**src/rtl/sensor_baseline.sv**
```systemverilog
// Sensor baseline capture: block-average calibration (CALIB) then moving-average filtering (RUN).
// Baseline port is ref_level since "ref" is reserved; SENSOR_BASELINE_DRIFT_TRACK_EN adds drift tracking.
module sensor_baseline #(
  parameter int unsigned W        = 12,
  parameter int unsigned CAL_LOG2 = 4,
  parameter int unsigned AVG_LOG2 = 2
) (
  input  logic         clk_16ms,
  input  logic         rst,
  input  logic         enable,
  input  logic         recal,
  input  logic [W-1:0] sample_in,
  input  logic         sample_valid,
  output logic [W-1:0] sen,
  output logic [W-1:0] ref_level,
  output logic         ref_valid,
  output logic         busy
);

  localparam int unsigned CAL_N = 1 << CAL_LOG2;
  localparam int unsigned AVG_N = 1 << AVG_LOG2;
  localparam int unsigned AW    = W + CAL_LOG2;
  localparam int unsigned SW    = W + AVG_LOG2;
  localparam int unsigned CW    = (CAL_LOG2 > 0) ? CAL_LOG2 : 1;
  localparam int unsigned PW    = (AVG_LOG2 > 0) ? AVG_LOG2 : 1;

  typedef enum logic [1:0] {
    IDLE  = 2'd0,
    CALIB = 2'd1,
    RUN   = 2'd2
  } state_t;

  state_t         state_q, state_nxt;
  logic [AW-1:0]  acc_q, acc_nxt;
  logic [CW-1:0]  cnt_q, cnt_nxt;
  logic [PW-1:0]  ptr_q, ptr_nxt;
  logic [SW-1:0]  sum_q, sum_nxt;
  logic [W-1:0]   win_q   [AVG_N];
  logic [W-1:0]   win_nxt [AVG_N];
  logic [W-1:0]   sen_q, sen_nxt;
  logic [W-1:0]   ref_q, ref_nxt;
  logic           ref_valid_q, ref_valid_nxt;
  logic           busy_q;

  logic [AW-1:0]  acc_add;
  logic           cal_last;
  logic [SW-1:0]  run_sum;
  logic [W-1:0]   run_sen;
  logic [W-1:0]   load_ref;
  logic           load_run;
  logic           start_cal;

  assign sen       = sen_q;
  assign ref_level = ref_q;
  assign ref_valid = ref_valid_q;
  assign busy      = busy_q;

  // Next-state and datapath update; everything holds unless a transition or sample says otherwise.
  always_comb begin
    state_nxt     = state_q;
    acc_nxt       = acc_q;
    cnt_nxt       = cnt_q;
    ptr_nxt       = ptr_q;
    sum_nxt       = sum_q;
    win_nxt       = win_q;
    sen_nxt       = sen_q;
    ref_nxt       = ref_q;
    ref_valid_nxt = ref_valid_q;
    acc_add       = acc_q + AW'(sample_in);
    cal_last      = (cnt_q == CW'(CAL_N - 1));
    run_sum       = sum_q - SW'(win_q[ptr_q]) + SW'(sample_in);
    run_sen       = W'(run_sum >> AVG_LOG2);
    load_ref      = '0;
    load_run      = 1'b0;
    start_cal     = 1'b0;

    if (!enable) begin
      state_nxt = IDLE;
    end else if (recal) begin
      start_cal = 1'b1;
    end else begin
      case (state_q)
        IDLE: begin
          if (ref_valid_q) begin
            load_run = 1'b1;
            load_ref = ref_q;
          end else begin
            start_cal = 1'b1;
          end
        end
        CALIB: begin
          if (sample_valid) begin
            if (cal_last) begin
              ref_nxt       = W'(acc_add >> CAL_LOG2);
              ref_valid_nxt = 1'b1;
              load_run      = 1'b1;
              load_ref      = W'(acc_add >> CAL_LOG2);
            end else begin
              acc_nxt = acc_add;
              cnt_nxt = cnt_q + CW'(1);
            end
          end
        end
        RUN: begin
          if (sample_valid) begin
            win_nxt[ptr_q] = sample_in;
            sum_nxt        = run_sum;
            sen_nxt        = run_sen;
            ptr_nxt        = (ptr_q == PW'(AVG_N - 1)) ? '0 : ptr_q + PW'(1);
`ifdef SENSOR_BASELINE_DRIFT_TRACK_EN
            // Nudge the baseline one LSB toward the filtered value once per calibration-length block.
            if (cal_last) begin
              cnt_nxt = '0;
              if ((run_sen > ref_q) && (ref_q != {W{1'b1}})) begin
                ref_nxt = ref_q + W'(1);
              end else if ((run_sen < ref_q) && (ref_q != '0)) begin
                ref_nxt = ref_q - W'(1);
              end
            end else begin
              cnt_nxt = cnt_q + CW'(1);
            end
`endif
          end
        end
        default: state_nxt = IDLE;
      endcase
    end

    if (start_cal) begin
      state_nxt     = CALIB;
      acc_nxt       = '0;
      cnt_nxt       = '0;
      ref_valid_nxt = 1'b0;
    end

    // RUN entry: window filled with the baseline so the filter starts settled.
    if (load_run) begin
      state_nxt = RUN;
      for (int i = 0; i < AVG_N; i++) begin
        win_nxt[i] = load_ref;
      end
      sum_nxt = SW'(load_ref) << AVG_LOG2;
      sen_nxt = load_ref;
      ptr_nxt = '0;
      cnt_nxt = '0;
    end
  end

  // State and datapath registers.
  always_ff @(posedge clk_16ms) begin
    if (rst) begin
      state_q     <= IDLE;
      acc_q       <= '0;
      cnt_q       <= '0;
      ptr_q       <= '0;
      sum_q       <= '0;
      sen_q       <= '0;
      ref_q       <= '0;
      ref_valid_q <= 1'b0;
      busy_q      <= 1'b0;
      for (int i = 0; i < AVG_N; i++) begin
        win_q[i] <= '0;
      end
    end else begin
      state_q     <= state_nxt;
      acc_q       <= acc_nxt;
      cnt_q       <= cnt_nxt;
      ptr_q       <= ptr_nxt;
      sum_q       <= sum_nxt;
      sen_q       <= sen_nxt;
      ref_q       <= ref_nxt;
      ref_valid_q <= ref_valid_nxt;
      busy_q      <= (state_nxt == CALIB);
      for (int i = 0; i < AVG_N; i++) begin
        win_q[i] <= win_nxt[i];
      end
    end
  end

endmodule

```
**config.mk**
```make
export PLATFORM = sky130hd
export DESIGN_NAME = sensor_baseline
export DESIGN_NICKNAME = d
export VERILOG_FILES = /design/src/rtl/sensor_baseline.sv
export SDC_FILE = /design/constraint.sdc
export NUM_CORES = 1
export LEC_CHECK = 0
export ABC_AREA = 1
export CORE_MARGIN = 4
export CORE_UTILIZATION = 60
export DETAILED_ROUTE_END_ITERATION = 16
export GPL_TIMING_DRIVEN = 0
export PLACE_DENSITY = 0.9
export SKIP_LAST_GASP = 1
export SLEW_MARGIN = 20
export SYNTH_ARGS = -nofsm -noshare
export SYNTH_HDL_FRONTEND = slang
export SYNTH_SLANG_ARGS = --single-unit
```
**constraint.sdc**
```tcl
create_clock -name clk_16ms -period 3.5 [get_ports clk_16ms]
set_input_delay 0.7 -clock clk_16ms [delete_from_list [all_inputs] [get_ports clk_16ms]]
set_output_delay 0.7 -clock clk_16ms [all_outputs]
set_load 0.01 [all_outputs]
```
==> flow_summary.yaml <==
synth:
  synth_compound_area_share_pct: 19.9
  synth_top_family_by_area: "simple AND/OR/NAND/NOR gates"
  yosysWarnings: 0
  ys_seq_area_share_pct: 32.5
  synth-adder-area-share_pct: 9.39
  synth_area_per_cell_sq_um: 6.51
  muxShareOfSynthArea_pct: 0
  synth_commonest_cells: "209 x nand2_1, 158 x inv_1, 141 x nor2_1"
  synth.most_common_cell: "nand2_1"
  yosys-top-cells-area: "dfxtp_1 32%, nand2_1 11%, inv_1 8.6%, a21oi_1 8.5%, nor2_1 7.7%"
  synth_top_area_share_pct: 32.5
  ys.flop_type: "dfxtp_1"
  synth-async-reset-ratio_pct: 0
  synth_cell_types: 37
  syn_area_sq_mm: 0.00690
  synth-xor-area-share_pct: 1.65
  syn-num-nets: 1121
  synth-edff-count: 0
  synth_seq_cells: 112
  syn_inst: 1060
  synth_simple_gate_area_share_pct: 25.0
  synth_top_area_cell: "dfxtp_1"
cts:
  cts_max_level: 3
  cts_tree: "yes"
  clk_latency_ns: 0.37
  clkSlewWorstSetupHoldPaths_ns: 0.09
  clk_path_buf_depth: 2
  cts_setup_buffers: 0
  cts_buffers: 9
  root_buffer: "clkbuf_16"
  clock-sinks: 112
die:
  rows: 38
  start_util_pct: 62.5
  core_area_sq_mm: 0.0110
  die-area_sq_mm: 0.0133
  io_pins: 43
  die_y_microns: 115
  die_w_microns: 115
detailed_routing:
  drc_errors: 0
  wire_per_inst_microns: 16.3
  vias: 7206
  drt_wl_total_microns: 20500
  first_pass_iters: 5
  vias_per_cell: 5.73
  drt_iter0_drc: 989
  ant_nets: 0
placed_design:
  io_buffers: 41
  place.gp.congestion: 1.06
  placed_area_sq_mm: 0.00748
  place.detailed.hpwl_microns: 14900
timing:
  finalHoldViolCount: 0
  max_freq_mhz: 300
  relSlewSlack_pct: 52.6
  slew_violations: 0
  setup_viol: 0
  fin_crit_sh_pct: 95.2
  worstMarginPinSlew_ns: 0.711
  fin_crit_ns: 3.33
  rsz0062_at_grt: "no"
  fin_hold_ws_ns: 0.472
  clock_skew_ns: 0.0130
layout:
  layout.nets: 1173
  design_area_sq_mm: 0.00782
  syn_to_final_growth_pct: 13.3
  multi_input_area_sq_mm: 0.00388
  layout-drive-gt1-share_pct: 5.10
  fillCellCount: 877
  antennaDiodeCount: 0
  ff_latch_area_sq_mm: 0.00225
critical_path:
  startpoint_type: "register"
  crit_slowest_cell: "fa_1"
  crit_type: "register to register"
  cp_data_arrival_time_ns: 3.57
  cpPeakStageDelay_ns: 0.49
  required_ns: 3.74
  end_kind: "register"
  cp_cell_sequence: "inv_1 -> clkbuf_4 -> nor2_1 -> o22ai_1 -> fa_1 -> inv_1 -> ha_1 -> nand2_1 -> nand2_1 -> nand2_1 -> nand3_1 -> or2_2 -> nand3_1 -> nor2_1 -> nor2_1 -> a21oi_1"
  crit_fanout: 10
power:
  seq_power_share_pct: 49.0
  combPwrFrac_pct: 10.8
  ir_drop_mv: 0.464
  power_density_mw_per_mm2: 334
  clkPwrFrac_pct: 40.2
  intPower_mw: 1.88
  p_switching_mw: 0.730
  p_leak_nw: 3.85
  p_sw_share_pct: 28.0
global_routing:
  grt_max_degree: 22
  grt_overflow: 0
  antenna_found_initial: 0
  grt_pass1_vias: 6519
  grt_pass1_wl_microns: 32700
  grt_usage_pct: 31.7
job:
  drv_cap: 0
worst_hold_path:
  hp-class: "register to register"
outcome:
  status: "finished, final reports clean"
[through the flow]
stage               utilization (%)  worst slack [ns]  cells  setup TNS, ns  total power, mW
floorplan                         -             0.704   1060              0             1.49
global placement               67.9            -0.172   1241         -0.486             1.57
detailed placement             67.9            -0.212   1241         -0.779             1.58
CTS                            70.5            0.0399   1257              0             2.60
global route                   70.9           0.00405   1257              0             2.69
finish                         70.9             0.170   1257              0             2.61
[kinds of logic (layout without fill, tap and decap cells)]
kind of cell	after synthesis	in the layout
compound gates	262	262
xor+xnor	13	13
fa+ha+maj	44	44
buf+inv	204	261
flops	112	112
simple gates	425	425
[worst max-delay path, delay by kind of cell, from the launching register on]
family / cells / cell delay, ns
flops: 1 / 0.39
fa+ha+maj: 2 / 0.79
buf+inv: 3 / 0.54
compound gates: 2 / 0.44
simple gates: 9 / 1.04
[final cells by class]
| cell class | instances | area share, % |
|---|---|---|
| clock buffers | 9 | 2.88 |
| plain buffers | 36 | 2.24 |
| flip-flops and latches | 112 | 28.7 |
| repair buffers | 41 | 5.28 |
| inverters | 168 | 8.08 |
| multi-input cells | 744 | 49.7 |
| clock inverters | 7 | 0.864 |
| well taps | 140 | 2.24 |
[power groups by stage]
| stage | registers [mW] | clock network [mW] | logic [mW] |
|---|---|---|---|
| finish | 1.28 | 1.05 | 0.283 |
| global route | 1.28 | 1.09 | 0.315 |
| CTS | 1.28 | 1.04 | 0.275 |
| detailed placement | 1.31 | 0 | 0.272 |
| global placement | 1.31 | 0 | 0.266 |
| floorplan | 1.31 | 0 | 0.187 |
[per-layer routing]
metal | vias up | GRT usage (%) | wire length [microns]
met5 | - | 0 | 0
met4 | 0 | 14.6 | 775
met3 | 63 | 6.32 | 2350
met2 | 438 | 48.0 | 8820
met1 | 3223 | 43.6 | 8570
li1 | 3482 | - | -
[path summary, 6_finish.rpt]
check / start / depth (start not counted) / slack (ns) / end
hold / removal: sum_q[1]$_SDFFE_PP0P_ / 2 / 0.47 / sum_q[1]$_SDFFE_PP0P_
setup reg to reg: ptr_q[0]$_SDFFE_PP0P_ / 16 / 0.17 / sum_q[5]$_SDFFE_PP0P_
setup / recovery: ptr_q[0]$_SDFFE_PP0P_ / 16 / 0.17 / sum_q[5]$_SDFFE_PP0P_
hold reg to reg: sum_q[1]$_SDFFE_PP0P_ / 2 / 0.47 / sum_q[1]$_SDFFE_PP0P_
[registers in the layout, indices dropped and copies added, names as in the netlist]
signal and flops:
sen 12, ptr_q 2, ref_valid 1, state_q 2, ref_level 12, acc_q 16
win_q 48, cnt_q 4, sum_q 14, busy 1
[cell usage in the layout (no fill, tap or decap), types with 7 or more instances in the layout]
| cell | count |
|---|---|
| a21oi_1 | 117 |
| and2_1 | 9 |
| buf_2 | 7 |
| clkbuf_1 | 18 |
| clkbuf_16 | 9 |
| clkdlybuf4s50_1 | 40 |
| dfxtp_1 | 111 |
| fa_1 | 13 |
| ha_1 | 31 |
| inv_1 | 158 |
| inv_2 | 7 |
| nand2_1 | 209 |
| nand3_1 | 49 |
| nor2_1 | 140 |
| o21ai_0 | 96 |
| o21ai_1 | 23 |
| o22ai_1 | 9 |
| xor2_1 | 8 |
[timing repair]
item,CTS,global route
setup endpoints to repair,5,19
pin swaps,0,0
hold endpoints to repair,0,0
hold buffers,0,0
gates resized for setup,2,19
(Power assumes the default switching activity.)
